`config.mk`:
```
export PLATFORM = sky130hd
export DESIGN_NAME = pp_column_loader
export DESIGN_NICKNAME = d
export VERILOG_FILES = /design/src/rtl/pp_column_loader.sv
export SDC_FILE = /design/constraint.sdc
export NUM_CORES = 1
export LEC_CHECK = 0
export CAP_MARGIN = 20
export CORE_ASPECT_RATIO = 1.2
export CORE_MARGIN = 10
export CORE_UTILIZATION = 42
export CTS_CLUSTER_DIAMETER = 150
export DETAILED_ROUTE_END_ITERATION = 10
export PLACE_DENSITY = 0.88
export SYNTH_ARGS = -nofsm -noshare
export SYNTH_HDL_FRONTEND = slang
export SYNTH_SLANG_ARGS = --single-unit
```
`constraint.sdc`:
```
create_clock -name clk -period 1.4 [get_ports clk]
set_input_delay 0.21 -clock clk [delete_from_list [all_inputs] [get_ports clk]]
set_output_delay 0.21 -clock clk [all_outputs]
set_load 0.01 [all_outputs]
```
`src/rtl/pp_column_loader.sv`:
```
// pp_column_loader: serially loads partial-product columns of a W x W multiplier, presents them flattened to a compressor, and captures the returned sum.
// Ports:
//    clk, rst        - rising-edge clock, asynchronous active-high reset
//    flush           - synchronous clear of columns, fill count and state (res_q untouched)
//    in_valid/ready  - beat handshake, in_bits carries one serial bit per column (2W-1 bits)
//    out_valid/ready - columns-full handshake, out_bus is the flattened column contents (W*W bits)
//    res_in          - compressor sum, captured into res_q on the output handshake
//    res_valid       - one-cycle pulse after res_q updates
//    fill_level      - number of beats accepted in the current load
module pp_column_loader #(
   parameter int W = 4
) (
   input  logic                   clk,
   input  logic                   rst,
   input  logic                   flush,
   input  logic                   in_valid,
   output logic                   in_ready,
   input  logic [2*W-2:0]         in_bits,
   output logic                   out_valid,
   input  logic                   out_ready,
   output logic [W*W-1:0]         out_bus,
   input  logic [2*W:0]           res_in,
   output logic [2*W:0]           res_q,
   output logic                   res_valid,
   output logic [$clog2(W+1)-1:0] fill_level
);
   localparam int C  = 2 * W - 1;
   localparam int N  = W * W;
   localparam int FW = $clog2(W + 1);
   localparam logic [FW-1:0] LAST = FW'(W - 1);

   typedef enum logic {LOAD, FULL} state_t;

   function automatic int col_h(int i);
      return (i + 1 < C - i) ? i + 1 : C - i;
   endfunction

   function automatic int col_off(int i);
      int s = 0;
      for (int k = 0; k < i; k++) s += col_h(k);
      return s;
   endfunction

   state_t          state_q, state_d;
   logic [N-1:0]    col_q, col_d, col_sh;
   logic [FW-1:0]   fill_q, fill_d;
   logic [2*W:0]    res_d;
   logic            res_valid_q, res_valid_d;
   logic            accept, hs;

   assign accept     = in_valid & in_ready;
   assign hs         = out_valid & out_ready;
   assign out_bus    = col_q;
   assign fill_level = fill_q;
   assign res_valid  = res_valid_q;

   always_ff @(posedge clk or posedge rst) begin
      if (rst) begin
         state_q     <= LOAD;
         col_q       <= '0;
         fill_q      <= '0;
         res_q       <= '0;
         res_valid_q <= 1'b0;
      end else begin
         state_q     <= state_d;
         col_q       <= col_d;
         fill_q      <= fill_d;
         res_q       <= res_d;
         res_valid_q <= res_valid_d;
      end
   end

   always_comb begin
      state_d = state_q;
      if (flush)
         state_d = LOAD;
      else if (state_q == LOAD && accept && fill_q == LAST)
         state_d = FULL;
      else if (state_q == FULL && out_ready)
         state_d = LOAD;
   end

   always_comb begin
      in_ready  = state_q == LOAD;
      out_valid = state_q == FULL;
   end

   // Each column is a shift register occupying bits off(i)..off(i)+h(i)-1; the new bit enters at the low end.
   always_comb begin
      col_sh = col_q;
      for (int i = 0; i < C; i++)
         for (int j = 0; j < W; j++)
            if (j == 0)
               col_sh[col_off(i)] = in_bits[i];
            else if (j < col_h(i))
               col_sh[col_off(i) + j] = col_q[col_off(i) + j - 1];
   end

   // flush wins over a simultaneous beat or handshake, both of which are dropped.
   always_comb begin
      col_d       = flush ? '0 : accept ? col_sh : col_q;
      fill_d      = flush ? '0 : hs ? '0 : accept ? fill_q + FW'(1) : fill_q;
      res_d       = (hs && !flush) ? res_in : res_q;
      res_valid_d = hs && !flush;
   end
endmodule

```
# --- Word level (Yosys, flattened, before mapping) ---
# Cells that the tools add are included.
# Widths: inputs -> output; s select.
op_classes:
  n_bitwise: 3
  n_reduce_logical: 8
  muxes: 8
  add_sub_neg: 1
  n_eq_ne: 1
op_table:
  columns: ["op", "count"]
  rows:
  - ["$mux 16", 2]
  - ["$mux 3", 3]
  - ["$reduce_bool 3->1", 2]
  - ["$logic_and 1x1->1", 4]
  - ["$add 3x1->3 const B", 1]
  - ["$eq 3x2->1 const B", 1]
  - ["$mux 1", 3]
  - ["$and 1x1->1", 2]
  - ["$reduce_bool 2->1", 1]
  - ["$logic_not 1->1", 1]
  - ["$not 1->1", 1]
totals:
  wordCells: 26
  output_inout_bits: 31
  ff_bits: 30
  in_bits: 21

# --- Depth between registers and ports, before layout ---
# Gate-level depths: netlist of the first run.
depth:
  ltp_word: 6
  ltp_mapped: 5
  mapped_depth_nobuf: 5

# --- Worst setup path after synthesis of the first run ---
# No wires, ideal clock.
synth_timing:
  kind: "register to register"
  start: "reg fill_q[0], in the netlist fill_level[0]"
  end: "reg fill_q[2], in the netlist fill_level[2]"
  stages_incl_launch_ff: 6
  period_less_slack_ps: 1214
  required_time_ps: 1262
  slack_ps: 186
  setup_ps: 138
  n_path_buf: 0
  t_arrival_ps: 1076
  path_cell_list: "dfrtp_1 > ha_1 > ha_1 > nand2_1 > o211ai_1 > a21oi_1"
synth_via:
  elab_chain_cells: 4
synth_rtl:
  columns: ["element", "line", "text"]
  rows:
  - ["start: declaration", "46", "logic [FW-1:0] fill_q, fill_d;"]
  - ["start signal: assignment", "67", "fill_q <= fill_d;"]
  - ["$add 3x1->3", "102", "fill_d = flush ? '0 : hs ? '0 : accept ? fill_q + FW'(1) : fill_q;"]
  - ["$mux 3 (3 in a row)", "102", null]
# No other way between the ends. The select of a mux whose other input is x is not followed.
# A chain may end at the register's enable or synchronous reset.

# --- Worst setup path after layout of the first run ---
layout_timing:
  start: "reg state_q, in the netlist out_valid"
  end: "out out_valid"
layout_rtl:
  columns: ["element", "line", "text"]
  rows:
  - ["start: declaration", "44", "state_t state_q, state_d;"]
  - ["start signal: assignment", "65", "state_q <= state_d;"]
  - ["end: declaration", "19", "output logic out_valid,"]
# No word-level cell between the ends.

==> results of run 1 <==
## kinds of logic after synthesis
family / count (synthesis)
and+or+nand+nor: 40
DFF: 30
AOI/OAI and AO/OA: 21
buffers and inverters: 12
muxes: 10
adders and majority gates: 2
## layer usage
layer	wire length [um]	GRT usage	part of all wire
met5	0	0	0
met4	45	0.04070	0.013
met2	1721	0.2139	0.50
met3	278	0.05854	0.081
met1	1385	0.1365	0.40
## registers in the layout (all words and copies together), names as in the netlist
name / cells
out_bus: 16
res_q: 9
fill_level: 3
out_valid: 1
res_valid: 1
## worst register-to-register path, delay by kind of cell, from the launching register on
kind / cells / cell delay, ns
adder cells (fa/ha/maj): 2 / 0.49
flip-flops: 1 / 0.43
AO/OA/AOI/OAI: 2 / 0.23
AND/OR/NAND/NOR: 1 / 0.07
## synth_stat cells
cell type	instances	area share
nand2_1	33	0.094
dfrtp_1	30	0.57
a21oi_2	9	0.060
mux2_4	9	0.10
a21oi_1	8	0.030
inv_1	4	0.011
buf_4	3	0.017
buf_6	2	0.017
clkbuf_1	2	0.0057
ha_1	2	0.019
nand2b_1	2	0.0095
nor2_1	2	0.0057
a211oi_1	1	0.0057
a2bb2oi_1	1	0.0067
inv_2	1	0.0028
mux2_2	1	0.0086
nand3b_1	1	0.0057
nor2b_1	1	0.0048
o211ai_1	1	0.0057
o32ai_2	1	0.012
or3_1	1	0.0048
## cell type report
class / instances / area [um2]
clock buffers: 7 / 55.05
fillers: 262 / 1102
inverters: 5 / 18.77
well taps: 36 / 45.04
repair buffers: 61 / 555.5
flip-flops and latches: 30 / 752.0
multi-input cells: 73 / 494.2
clock inverters: 1 / 5.005
## how the worst max path moves through the flow
stage	slack (ns)	endpoint	cells after the start
final	0.09	out_valid	1
after global placement	-0.04	out_bus[10]	5
after global routing	0.04	out_valid	1
after floorplan	0.19	fill_level[2]	5
after CTS	0.01	in_ready	2
after detailed placement	-0.09	out_bus[12]	5
## power by group
part	leakage [nW]	internal, mW	switching [mW]
Clock	0.0353	0.243	0.290
Combinational	0.575	0.170	0.138
Sequential	0.407	0.914	0.0309
## through the flow
stage | setup TNS (ns) | instances | power [mW] | utilization | hold slack [ns]
global placement | -0.4530 | 205 | 1.298 | 0.6298 | 0.4962
floorplan | 0 | 115 | 1.111 | - | 0.3008
CTS | 0 | 213 | 1.810 | 0.6372 | 0.2425
detailed placement | -1.078 | 205 | 1.312 | 0.6298 | 0.5003
global route | 0 | 213 | 1.887 | 0.6360 | 0.2770
finish | 0 | 213 | 1.786 | 0.6360 | 0.2413
## repair_timing
item                                   4_1_cts  5_1_grt
gates cloned                                 0        0
gates resized for setup                     32        2
setup endpoints to repair                   31        1
endpoints found under the hold margin        0        0
==> results.yml, run 1 <==
worst_setup_path:
  timing.rr.start: "fill_level[0]"
  startpoint: "out_valid"
  rr_worst_depth: 5
  critPathTopFamily: "flip-flops"
  crit_slowest_cell: "dfrtp_2"
  crit_path_start_kind: "register"
  endpoint_kind: "output pin"
  path_max_fanout: 6
  rrSetupSlack_ns: 0.12
  required_ns: 1.19
  critPathMaxStageDelay_ns: 0.45
  worstSetupPathType: "reg -> out"
  cp.arrival_ns: 1.10
  path_buf_inv: 1
  path_cells: "dlygate4sd2_1"
  r2r-end: "fill_level[2]"
finish:
  final_nets: 199
  area_growth_pct: 46.29
  drive_gt1_frac: 0.2260
  final_common_cell: "nand2_1"
  antenna_cells: 0
  fin_area_mm2: 0.001926
  layout_common_cells: "33 x nand2_1, 30 x dlygate4sd2_1, 29 x dfrtp_1, 20 x clkdlybuf4s50_1"
global_route:
  grt_pass1_wl_um: 5740
  grt_max_degree: 31
  antenna_found_initial: 0
  grt_usage: 0.1258
  grt-ovfl-total: 0
  grt_pass1_vias: 1121
synthesis:
  ys_ff_latch: 30
  ys_seq_area_frac: 0.5703
  synthMuxAreaShare: 0.1112
  synthXorXnorAreaFrac: 0
  synthSimpleGateAreaFrac: 0.1245
  ys_types: 21
  syn_nets: 138
  syn_area_mm2: 0.001316
  synth_compound_area_frac: 0.1207
  synth_top_family_by_area: "simple AND/OR/NAND/NOR gates"
  yosysWarnings: 0
  avgSynthCellArea_um2: 11.45
  synthesis.instances: 115
  synthAdderAreaFrac: 0.01901
sta:
  tightestPinTransition_ns: 0.3792
  max_freq_ghz: 0.7641
  slew_headroom: 0.7472
  slew_violations: 0
  rsz0062_at_grt: "no"
  setup_viol: 0
  finalWorstSetupSlack_ns: 0.09125
  finalHoldViolCount: 0
  fin_crit_ns: 1.309
  fin_crit_sh: 0.9348
  skew_ns: 0.005084
placed_design:
  portBuffers: 51
  place_congestion: 0.7395
  placed_cell_area_mm2: 0.001907
  dp_slack_ns: -0.09274
  hpwl_um: 2655
cts:
  path_clk_slew_ns: 0.09
  clk_latency_ns: 0.33
  hold_buffers: 0
  post-cts-setup-buffers: 0
  htreeDepth: 2
  cts_buffer_depth: 2
  clock-sinks: 30
  cts_root_buf: "clkbuf_4"
  cts_buffers: 5
  cts_tree: "yes"
drt:
  dr.first_iter.drc_count: 39
  vias_per_cell: 4.883
  drc: 0
  antenna_left: 0
  routed_wl_um: 3430
  avgRoutedWirePerCell_um: 16.10
  drt_first_pass_iters: 4
  vias: 1040
floorplan:
  core_area_mm2: 0.003028
  num_rows: 22
  die_x_um: 71.11
  die_area_mm2: 0.005783
  ios: 52
  fp.dieH_um: 81.33
  initial_core_util: 0.4347
power:
  powerDensity_mw_per_mm2: 927.4
  ir_worst_vdd_mv: 0.7026
  p_leak_nw: 1.017
run:
  cap_violations: 0
run_status:
  outcome: "finished clean"
worst_hold_path:
  hold_path_class: "in -> async"
(Power assumes the default switching activity.)
==> run 2, diff against run 1 <==
Settings changed: CTS_BUF_LIST from default to sky130_fd_sc_hd__clkbuf_16, GPL_ROUTABILITY_DRIVEN from default to 0, REMOVE_ABC_BUFFERS from default to 1.
==> run 2 against run 1 <==
Hold slack improved by 0.083 ns; power rose by 26%; combinational power rose by 5%; die area did not move; first-iteration DRC count rose to 2.6 times the previous value; register-to-register slack improved by 0.03 ns; maximum frequency fell by 4.8%; sequential cell count did not move; critical endpoint is now res_q[3]; highest routed layer unchanged.
==> results.yml, run 2 (same netlist as run 1, synthesis figures left out) <==
run_status:
  outcome: "finished clean"
worst_setup_path:
  endpoint_kind: "output pin"
  path_buf_inv: 1
  cp.arrival_ns: 1.16
  path_cells: "clkdlybuf4s50_1"
  timing.rr.start: "fill_level[0]"
  required_ns: 1.19
  path_max_fanout: 2
  critPathMaxStageDelay_ns: 0.55
  rrSetupSlack_ns: 0.15
  worstSetupPathType: "reg -> out"
  crit_slowest_cell: "clkdlybuf4s50_1"
  rr_worst_depth: 5
  crit_path_start_kind: "register"
  critPathTopFamily: "buffers and inverters"
  r2r-end: "fill_level[2]"
worst_hold_path:
  hold_path_class: "in -> async"
finish:
  layout_common_cells: "33 x nand2_1, 29 x dfrtp_1, 25 x clkdlybuf4s50_1, 15 x dlygate4sd2_1, 11 x dlymetal6s2s_1"
  final_nets: 196
  largest_reg_flops: 16
  drive_gt1_frac: 0.2011
  final_common_cell: "nand2_1"
  antenna_cells: 0
  post-route-util: 0.6752
  area_growth_pct: 55.32
global_route:
  grt_util_met1: 0.1278
  globalRouteMet2Util: 0.2210
  grt-ovfl-total: 0
  grt_max_degree: 31
  grt_pass1_vias: 1140
  grt_pass1_wl_um: 5706
  antenna_found_initial: 0
  globalRouteMet3Util: 0.03659
  grt_usage: 0.1247
  top_usage_layer: "met2"
cts:
  hold_buffers: 0
  clk_latency_ns: 0.27
  clock-sinks: 30
  path_clk_slew_ns: 0.05
  cts_tree: "yes"
  cts_root_buf: "clkbuf_16"
  htreeDepth: 2
  cts_buffers: 5
  cts_buffer_depth: 2
drt:
  vias_per_cell: 5.005
  drc: 0
  antenna_left: 0
  dr.first_iter.drc_count: 100
  drt_first_pass_iters: 4
  avgRoutedWirePerCell_um: 16.85
  vias: 1051
  routed_wl_um: 3538
floorplan:
  initial_core_util: 0.4347
  die_x_um: 71.11
  ios: 52
  die_area_mm2: 0.005783
  num_rows: 22
  fp.dieH_um: 81.33
  core_area_mm2: 0.003028
sta:
  max_freq_ghz: 0.7275
  setup_tns_ns: 0
  tightestPinTransition_ns: 0.3783
  slew_violations: 0
  fin_crit_sh: 0.9818
  setup_viol: 0
  holdWs_ns: 0.3246
  slew_headroom: 0.7478
  fin_crit_ns: 1.374
  skew_ns: 0.003954
  rsz0062_at_grt: "no"
  finalHoldViolCount: 0
power:
  ir_worst_vdd_mv: 0.8550
  fin_total_pwr_mw: 2.246
  powerDensity_mw_per_mm2: 1098
  p_leak_nw: 1.166
run:
  cap_violations: 0
placed_design:
  hpwl_um: 2682
  portBuffers: 51
## run 2: what timing repair did
action	4_1_cts	5_1_grt
resized for setup	16	11
pin swaps	0	0
buffers inserted	0	0
hold endpoints to repair	0	0
endpoints found under the setup margin	15	11
cloned	0	0
## run 2: how the worst max path moves through the flow
stage,end,cells past startpoint,slack [ns],from
3_5_place_dp,out_bus[4],5,-0.08,in_valid
2_1_floorplan,fill_level[0],3,-0.07,out_valid
6_report,res_q[3],1,0.03,res_q[3]
4_1_cts,out_bus[14],1,0.0007,out_bus[14]
5_1_grt,res_q[0],1,0.002,res_q[0]
3_3_place_gp,res_q[6],4,-0.07,flush
## run 2: final cells by class
type                       instances  area (um2)
timing repair buffer              58       596.8
clock buffer                       5       125.1
clock inverter                     3       12.51
fill                             236       983.4
inverter                           5       18.77
multi-input combinational         73       494.2
tap                               36       45.04
sequential                        30       752.0
## run 2: worst register-to-register path, stage by stage, from the launching register on
cell	delay (ns)
dfrtp_1	0.41
ha_1	0.21
ha_1	0.28
nand2_1	0.07
o211ai_1	0.08
a21oi_1	0.12
## run 2: metal layers
layer,share of wire,wire length (um),vias up
li1,-,-,494
met1,0.38,1341,520
met2,0.55,1957,35
met3,0.056,198,2
met4,0.012,41,0
met5,0,0,-
## run 2: power by group
part / internal, mW / switching (mW) / leakage (nW)
sequential: 0.918 / 0.0318 / 0.407
combinational: 0.183 / 0.141 / 0.687
clock: 0.639 / 0.334 / 0.0724
total: 1.74 / 0.506 / 1.17
## run 2: per-stage QoR
step,worst slack (ns),area [um2],cells
floorplan,-0.06768,1264,108
detailed placement,-0.07573,1897,202
global route,0.002039,2044,210
CTS,0.0006902,2017,210
global placement,-0.06637,1897,202
finish,0.02551,2044,210
